==> src/rtl/spike_event_logger.sv <==
`default_nettype none
// ============================================================================
//  Module      : spike_event_logger
//  Description : Timestamps spike onsets from two neurons and queues them in a
//                first-word fall-through FIFO drained over valid/ready.
//                Optional ts-wrap marker entries: SPIKE_LOG_WRAP_MARK_EN.
//  Revision    : 1.0 - initial release
// ============================================================================
module spike_event_logger #(
    parameter int TS_WIDTH = 14,
    parameter int DEPTH    = 8,
    parameter int PRESCALE = 1
) (
    input  logic                    clk,
    input  logic                    reset_n,
    input  logic                    ena,
    input  logic                    clear,
    input  logic                    spike_a,
    input  logic                    spike_b,
    input  logic                    out_ready,
    output logic                    out_valid,
    output logic [TS_WIDTH+1:0]     out_data,
    output logic [$clog2(DEPTH):0]  level,
    output logic                    overflow,
    output logic [7:0]              drop_count
);

    localparam int         c_addr_w     = $clog2(DEPTH);
    localparam int         c_ptr_w      = c_addr_w + 1;
    localparam logic [7:0] c_presc_last = 8'(PRESCALE - 1);

    logic                    r_prev_a;
    logic                    r_prev_b;
    logic [7:0]              r_presc;
    logic [TS_WIDTH-1:0]     r_ts;
    logic [c_ptr_w-1:0]      r_wr_ptr;
    logic [c_ptr_w-1:0]      r_rd_ptr;
    logic [TS_WIDTH+1:0]     r_mem [DEPTH];
    logic                    r_overflow;
    logic [7:0]              r_drop_count;

    logic                    w_onset_a;
    logic                    w_onset_b;
    logic                    w_tick;
    logic                    w_spike_evt;
    logic                    w_marker;
    logic                    w_push;
    logic [TS_WIDTH+1:0]     w_push_data;
    logic                    w_pop;
    logic                    w_full;
    logic                    w_empty;
    logic                    w_accept;
    logic                    w_drop;

    assign w_onset_a   = spike_a & ~r_prev_a;
    assign w_onset_b   = spike_b & ~r_prev_b;
    assign w_tick      = ena & (r_presc == c_presc_last);
    assign w_spike_evt = ena & (w_onset_a | w_onset_b);

`ifdef SPIKE_LOG_WRAP_MARK_EN
    logic r_wrap_pend;
    logic w_wrap;

    assign w_wrap   = w_tick & (r_ts == {TS_WIDTH{1'b1}});
    // Markers only fill otherwise idle enabled edges; spikes always win.
    assign w_marker = ena & r_wrap_pend & ~w_spike_evt;

    always_ff @(posedge clk or negedge reset_n) begin
        if (!reset_n) begin
            r_wrap_pend <= 1'b0;
        end else if (clear) begin
            r_wrap_pend <= 1'b0;
        end else begin
            r_wrap_pend <= w_wrap | (r_wrap_pend & ~w_marker);
        end
    end
`else
    assign w_marker = 1'b0;
`endif

    assign w_push      = w_spike_evt | w_marker;
    assign w_push_data = w_spike_evt ? {w_onset_b, w_onset_a, r_ts} : {2'b00, r_ts};

    assign w_empty   = (r_wr_ptr == r_rd_ptr);
    assign w_full    = (r_wr_ptr[c_addr_w] != r_rd_ptr[c_addr_w]) &&
                       (r_wr_ptr[c_addr_w-1:0] == r_rd_ptr[c_addr_w-1:0]);
    assign w_pop     = ~w_empty & out_ready;
    // A full FIFO still takes a push when the head leaves on the same edge.
    assign w_accept  = w_push & (~w_full | w_pop);
    assign w_drop    = w_push & w_full & ~w_pop;

    assign out_valid  = ~w_empty;
    assign out_data   = r_mem[r_rd_ptr[c_addr_w-1:0]];
    assign level      = r_wr_ptr - r_rd_ptr;
    assign overflow   = r_overflow;
    assign drop_count = r_drop_count;

    // Edge history loads every cycle, including clear and disabled cycles.
    always_ff @(posedge clk or negedge reset_n) begin
        if (!reset_n) begin
            r_prev_a <= 1'b0;
            r_prev_b <= 1'b0;
        end else begin
            r_prev_a <= spike_a;
            r_prev_b <= spike_b;
        end
    end

    always_ff @(posedge clk or negedge reset_n) begin
        if (!reset_n) begin
            r_presc <= 8'd0;
            r_ts    <= '0;
        end else if (clear) begin
            r_presc <= 8'd0;
            r_ts    <= '0;
        end else if (w_tick) begin
            r_presc <= 8'd0;
            r_ts    <= r_ts + TS_WIDTH'(1);
        end else if (ena) begin
            r_presc <= r_presc + 8'd1;
        end
    end

    always_ff @(posedge clk or negedge reset_n) begin
        if (!reset_n) begin
            r_wr_ptr     <= '0;
            r_rd_ptr     <= '0;
            r_overflow   <= 1'b0;
            r_drop_count <= 8'd0;
        end else if (clear) begin
            r_wr_ptr     <= '0;
            r_rd_ptr     <= '0;
            r_overflow   <= 1'b0;
            r_drop_count <= 8'd0;
        end else begin
            if (w_accept) begin
                r_wr_ptr <= r_wr_ptr + c_ptr_w'(1);
            end
            if (w_pop) begin
                r_rd_ptr <= r_rd_ptr + c_ptr_w'(1);
            end
            if (w_drop) begin
                r_overflow <= 1'b1;
                if (r_drop_count != 8'hFF) begin
                    r_drop_count <= r_drop_count + 8'd1;
                end
            end
        end
    end

    always_ff @(posedge clk) begin
        if (w_accept && !clear) begin
            r_mem[r_wr_ptr[c_addr_w-1:0]] <= w_push_data;
        end
    end

endmodule
`default_nettype wire

==> config.mk <==
export PLATFORM = sky130hd
export DESIGN_NAME = spike_event_logger
export DESIGN_NICKNAME = d
export VERILOG_FILES = /design/src/rtl/spike_event_logger.sv
export SDC_FILE = /design/constraint.sdc
export NUM_CORES = 1
export LEC_CHECK = 0
export CAP_MARGIN = 40
export CORE_MARGIN = 3
export CORE_UTILIZATION = 45
export CTS_BUF_LIST = sky130_fd_sc_hd__clkbuf_8
export CTS_CLUSTER_SIZE = 28
export DETAILED_ROUTE_END_ITERATION = 10
export GPL_TIMING_DRIVEN = 0
export PLACE_DENSITY_LB_ADDON = 0.15
export SLEW_MARGIN = 20
export SYNTH_ARGS = -nofsm -noshare
export SYNTH_HDL_FRONTEND = slang
export SYNTH_SLANG_ARGS = --single-unit
==> constraint.sdc <==
create_clock -name clk -period 2.7 [get_ports clk]
set_input_delay 0.81 -clock clk [delete_from_list [all_inputs] [get_ports clk]]
set_output_delay 0.81 -clock clk [all_outputs]
set_load 0.005 [all_outputs]
==> impl_metrics.csv <==
group,metric,value,unit
setup_path,critical_path.max_stage_delay,0.50,ns
clocking,cts.clk_slew.worst_paths,0.08,ns
clocking,cts_buffers,17,
routing,avgViaCountPerCell,5.46,
place,placed_cells,715,
status,violations,"setup timing",
floorplan,die_h,132,µm
pwr,p_seq_share,52.7,%
synth,syn-num-nets,484,
synth,synthTopCellsByCount,"edfxtp_1 (128), nand2_1 (58), dfrtp_1 (41)",
global_routing,grt_max_degree,24,
timing,grt_setup_unrepaired,"yes",
run,max_cap_viol_count,0,
place,io_buffers,36,
timing,fin_crit,2.81,ns
floorplan,placementRows,45,
finish,final_nets,565,
pwr,power.internal,4.16,mW
timing,max_freq,0.356,GHz
finish,drive_above_1_share,27.8,%
synth,yosys.cell_types.count,43,
routing,dr.pass1.iters,5,
synth,ys_top_cells_by_area,"edfxtp_1 (54%), dfrtp_1 (14%), mux4_2 (10%)",
clocking,hold_buffers,0,
synth,yosysSeqAreaShare,68.1,%
synth,synth.avg_cell_area,15.3,µm²
place,gp_congestion,0.816,
setup_path,crit_path_start_kind,"register",
timing,final.setup.worst_slack,-0.106,ns
pwr,peakVddDrop,0.384,mV
status,run_status,"complete, but fails checks",
timing,skew,0.0128,ns
timing,slew_viol_final,0,
clocking,cts_buffer_depth,2,
setup_path,cp_max_fo,7,
routing,routed.top_layer,"met4",
global_routing,grt_pass1_wl,24.6,mm
synth,synth_top_area_share,53.8,%
pwr,power.switching,1.20,mW
timing,timing.final.crit_share,104,%
timing,finalSetupViolCount,16,
finish,area_delta_synth_final,20.8,%
synth,synth_cells,467,
timing,hold_violations,0,
routing,vias,4214,
routing,wl_per_cell,20.0,µm
synth,synth_edf_count,128,
routing,wirelength,15.4,mm
clocking,htreeDepth,4,
routing,ant_nets,0,
floorplan,start_util,46.5,%
routing,drt-met1-wl,6.96,mm
pwr,clkPwrFrac,35.1,%
setup_path,critPathKind,"register to output pin",
synth,synthArstFlopShare,24.3,%
pwr,p_comb_share,12.2,%
clocking,insertion_delay,0.45,ns
floorplan,ioPinCount,37,
floorplan,coreArea,15400,µm²
routing,wl_met3,666,µm
floorplan,dieArea,17400,µm²
min_path,hp-class,"input pin to asynchronous set/reset pin",
pwr,sw_frac_of_total,22.3,%
clocking,root_buffer,"clkbuf_8",
synth,synth_warnings,0,
setup_path,crit_chain,"clkbuf_16, buf_12, buf_12, mux4_2, nand2_2, nand2_1, buf_2",
setup_path,worstPathRequired,1.89,ns
synth,ys.flop_type,"edfxtp_1",
pwr,power_density,620,nW/µm²
synth,yosysTopAreaCell,"edfxtp_1",
finish,stdcell_count,772,
global_routing,antenna_found_initial,0,
setup_path,arrival,2.00,ns
finish,diodes,0,
global_routing,grt_pass1_vias,4319,
routing,drc,0,
place,dp_slack,-1.22,ns
timing,worstMarginPinSlew,0.637,ns
routing,drt_iter0_markers,442,
synth,ys_ff_latch,169,
synth,yosysMostFrequentCell,"edfxtp_1",
place,dp_hpwl,9.22,mm
setup_path,crit_slowest_cell,"mux4_2",
clocking,cts_tree,"yes",
timing,slew_headroom,57.2,%
setup_path,end_kind,"output pin",
routing,wl_met2,7.70,mm
clocking,clock_sinks,169,
synth,synth_area,7150,µm²
global_routing,track_usage,18.8,%
pwr,p_leak,3.05,nW
floorplan,die_w,132,µm
global_routing,grt_remaining_overflow,0,
setup_path,crit_top_cell,"buf_12",
==> metal layers <==
metal | vias up | GRT usage [%]
li1 | 1955 | -
met4 | 0 | 6.59
met1 | 2161 | 25.9
met2 | 92 | 29.8
met5 | - | 0
met3 | 6 | 4.16
==> placed cells by master, fill, tap and decap left out, types with 4 or more instances in the layout <==
| cell | count |
|---|---|
| xor2_1 | 10 |
| clkbuf_1 | 7 |
| nand2_2 | 10 |
| bufinv_16 | 4 |
| clkbuf_8 | 17 |
| nand2_1 | 48 |
| mux4_2 | 32 |
| o21ai_0 | 13 |
| o31ai_1 | 5 |
| clkdlybuf4s50_1 | 15 |
| buf_4 | 15 |
| or4_1 | 5 |
| edfxtp_1 | 128 |
| and4_4 | 4 |
| nand4_1 | 11 |
| xnor2_1 | 7 |
| nor3_1 | 6 |
| nor2_1 | 17 |
| buf_12 | 5 |
| inv_1 | 13 |
| or3_1 | 9 |
| ha_1 | 6 |
| dfrtp_1 | 38 |
| buf_2 | 20 |
| buf_6 | 8 |
| and2_1 | 5 |
| nand3_1 | 14 |
| and3_4 | 4 |
| a21oi_1 | 20 |
| and3_1 | 4 |
==> final timing paths <==
check	startpoint	endpoint	slack, ns	cells after the start
setup / recovery	r_rd_ptr[0]$_DFFE_PN0P_	out_data[7]	-0.11	7
max in group asynchronous	reset_n	r_rd_ptr[2]$_DFFE_PN0P_	1.83	2
setup reg to reg	r_rd_ptr[2]$_DFFE_PN0P_	r_mem[7][5]$_DFFE_PP_	0.16	8
min in group clk	overflow$_DFFE_PN0P_	overflow$_DFFE_PN0P_	0.53	2
hold / removal	reset_n	drop_count[1]$_DFFE_PN0P_	0.35	1
hold reg to reg	overflow$_DFFE_PN0P_	overflow$_DFFE_PN0P_	0.53	2
==> worst max-delay path: cells and delay by family, from the launching register on <==
family	cells	cell delay, ns
buf+inv	4	0.54
flops	1	0.38
mux	1	0.50
simple gates	2	0.12
==> metrics by stage <==
| step | util [%] | power, mW | instance area, µm² | hold slack (ns) | setup TNS, ns |
|---|---|---|---|---|---|
| finish | 56.2 | 5.36 | 8640 | 0.354 | -1.19 |
| global route | 56.2 | 5.56 | 8640 | 0.354 | -2.96 |
| CTS | 56.0 | 5.39 | 8610 | 0.338 | -1.91 |
| detailed placement | 50.8 | 3.37 | 7800 | 0.508 | -163.34 |
| global placement | 50.6 | 3.36 | 7780 | 0.505 | -172.52 |
| floorplan | - | 3.16 | 7160 | 0.504 | 0 |
==> layout make-up <==
cell class	instances	area [µm²]
Fill cell	1211	6740
Inverter	15	66.3
Clock buffer	17	234
Tap cell	211	264
Sequential cell	169	4870
Multi-Input combinational cell	263	2250
Buffer	19	206
Clock inverter	15	183
Timing Repair Buffer	63	557
==> what timing repair did <==
| action | CTS | global route |
|---|---|---|
| cloned | 2 | 0 |
| gates resized for setup | 138 | 17 |
| endpoints found under the setup margin | 166 | 148 |
| hold endpoints to repair | 0 | 0 |
| setup buffers | 23 | 3 |
| pin swaps | 21 | 9 |
==> power by group through the flow <==
stage / Sequential (mW) / Clock (mW) / Combinational (mW)
final: 2.82 / 1.88 / 0.651
after detailed placement: 2.88 / 0 / 0.488
after floorplan: 2.87 / 0 / 0.290
after CTS: 2.82 / 1.91 / 0.658
after global routing: 2.83 / 2.02 / 0.710
after global placement: 2.88 / 0 / 0.478
==> registers in the layout, indices dropped and copies added, names as in the netlist <==
register    cells
r_ts           14
drop_count      8
r_prev_b        1
overflow        1
r_wr_ptr        4
r_mem         128
r_presc         8
r_prev_a        1
r_rd_ptr        4
==> cell families after synthesis <==
kind of cell               synth area share [%]
buffers and inverters                      1.93
AOI/OAI and AO/OA                          4.31
xor gates and xnor gates                   2.31
DFF                                        68.1
adders and majority gates                  1.86
muxes                                      10.4
and+or+nand+nor                            11.1
(Power assumes the default switching activity.)
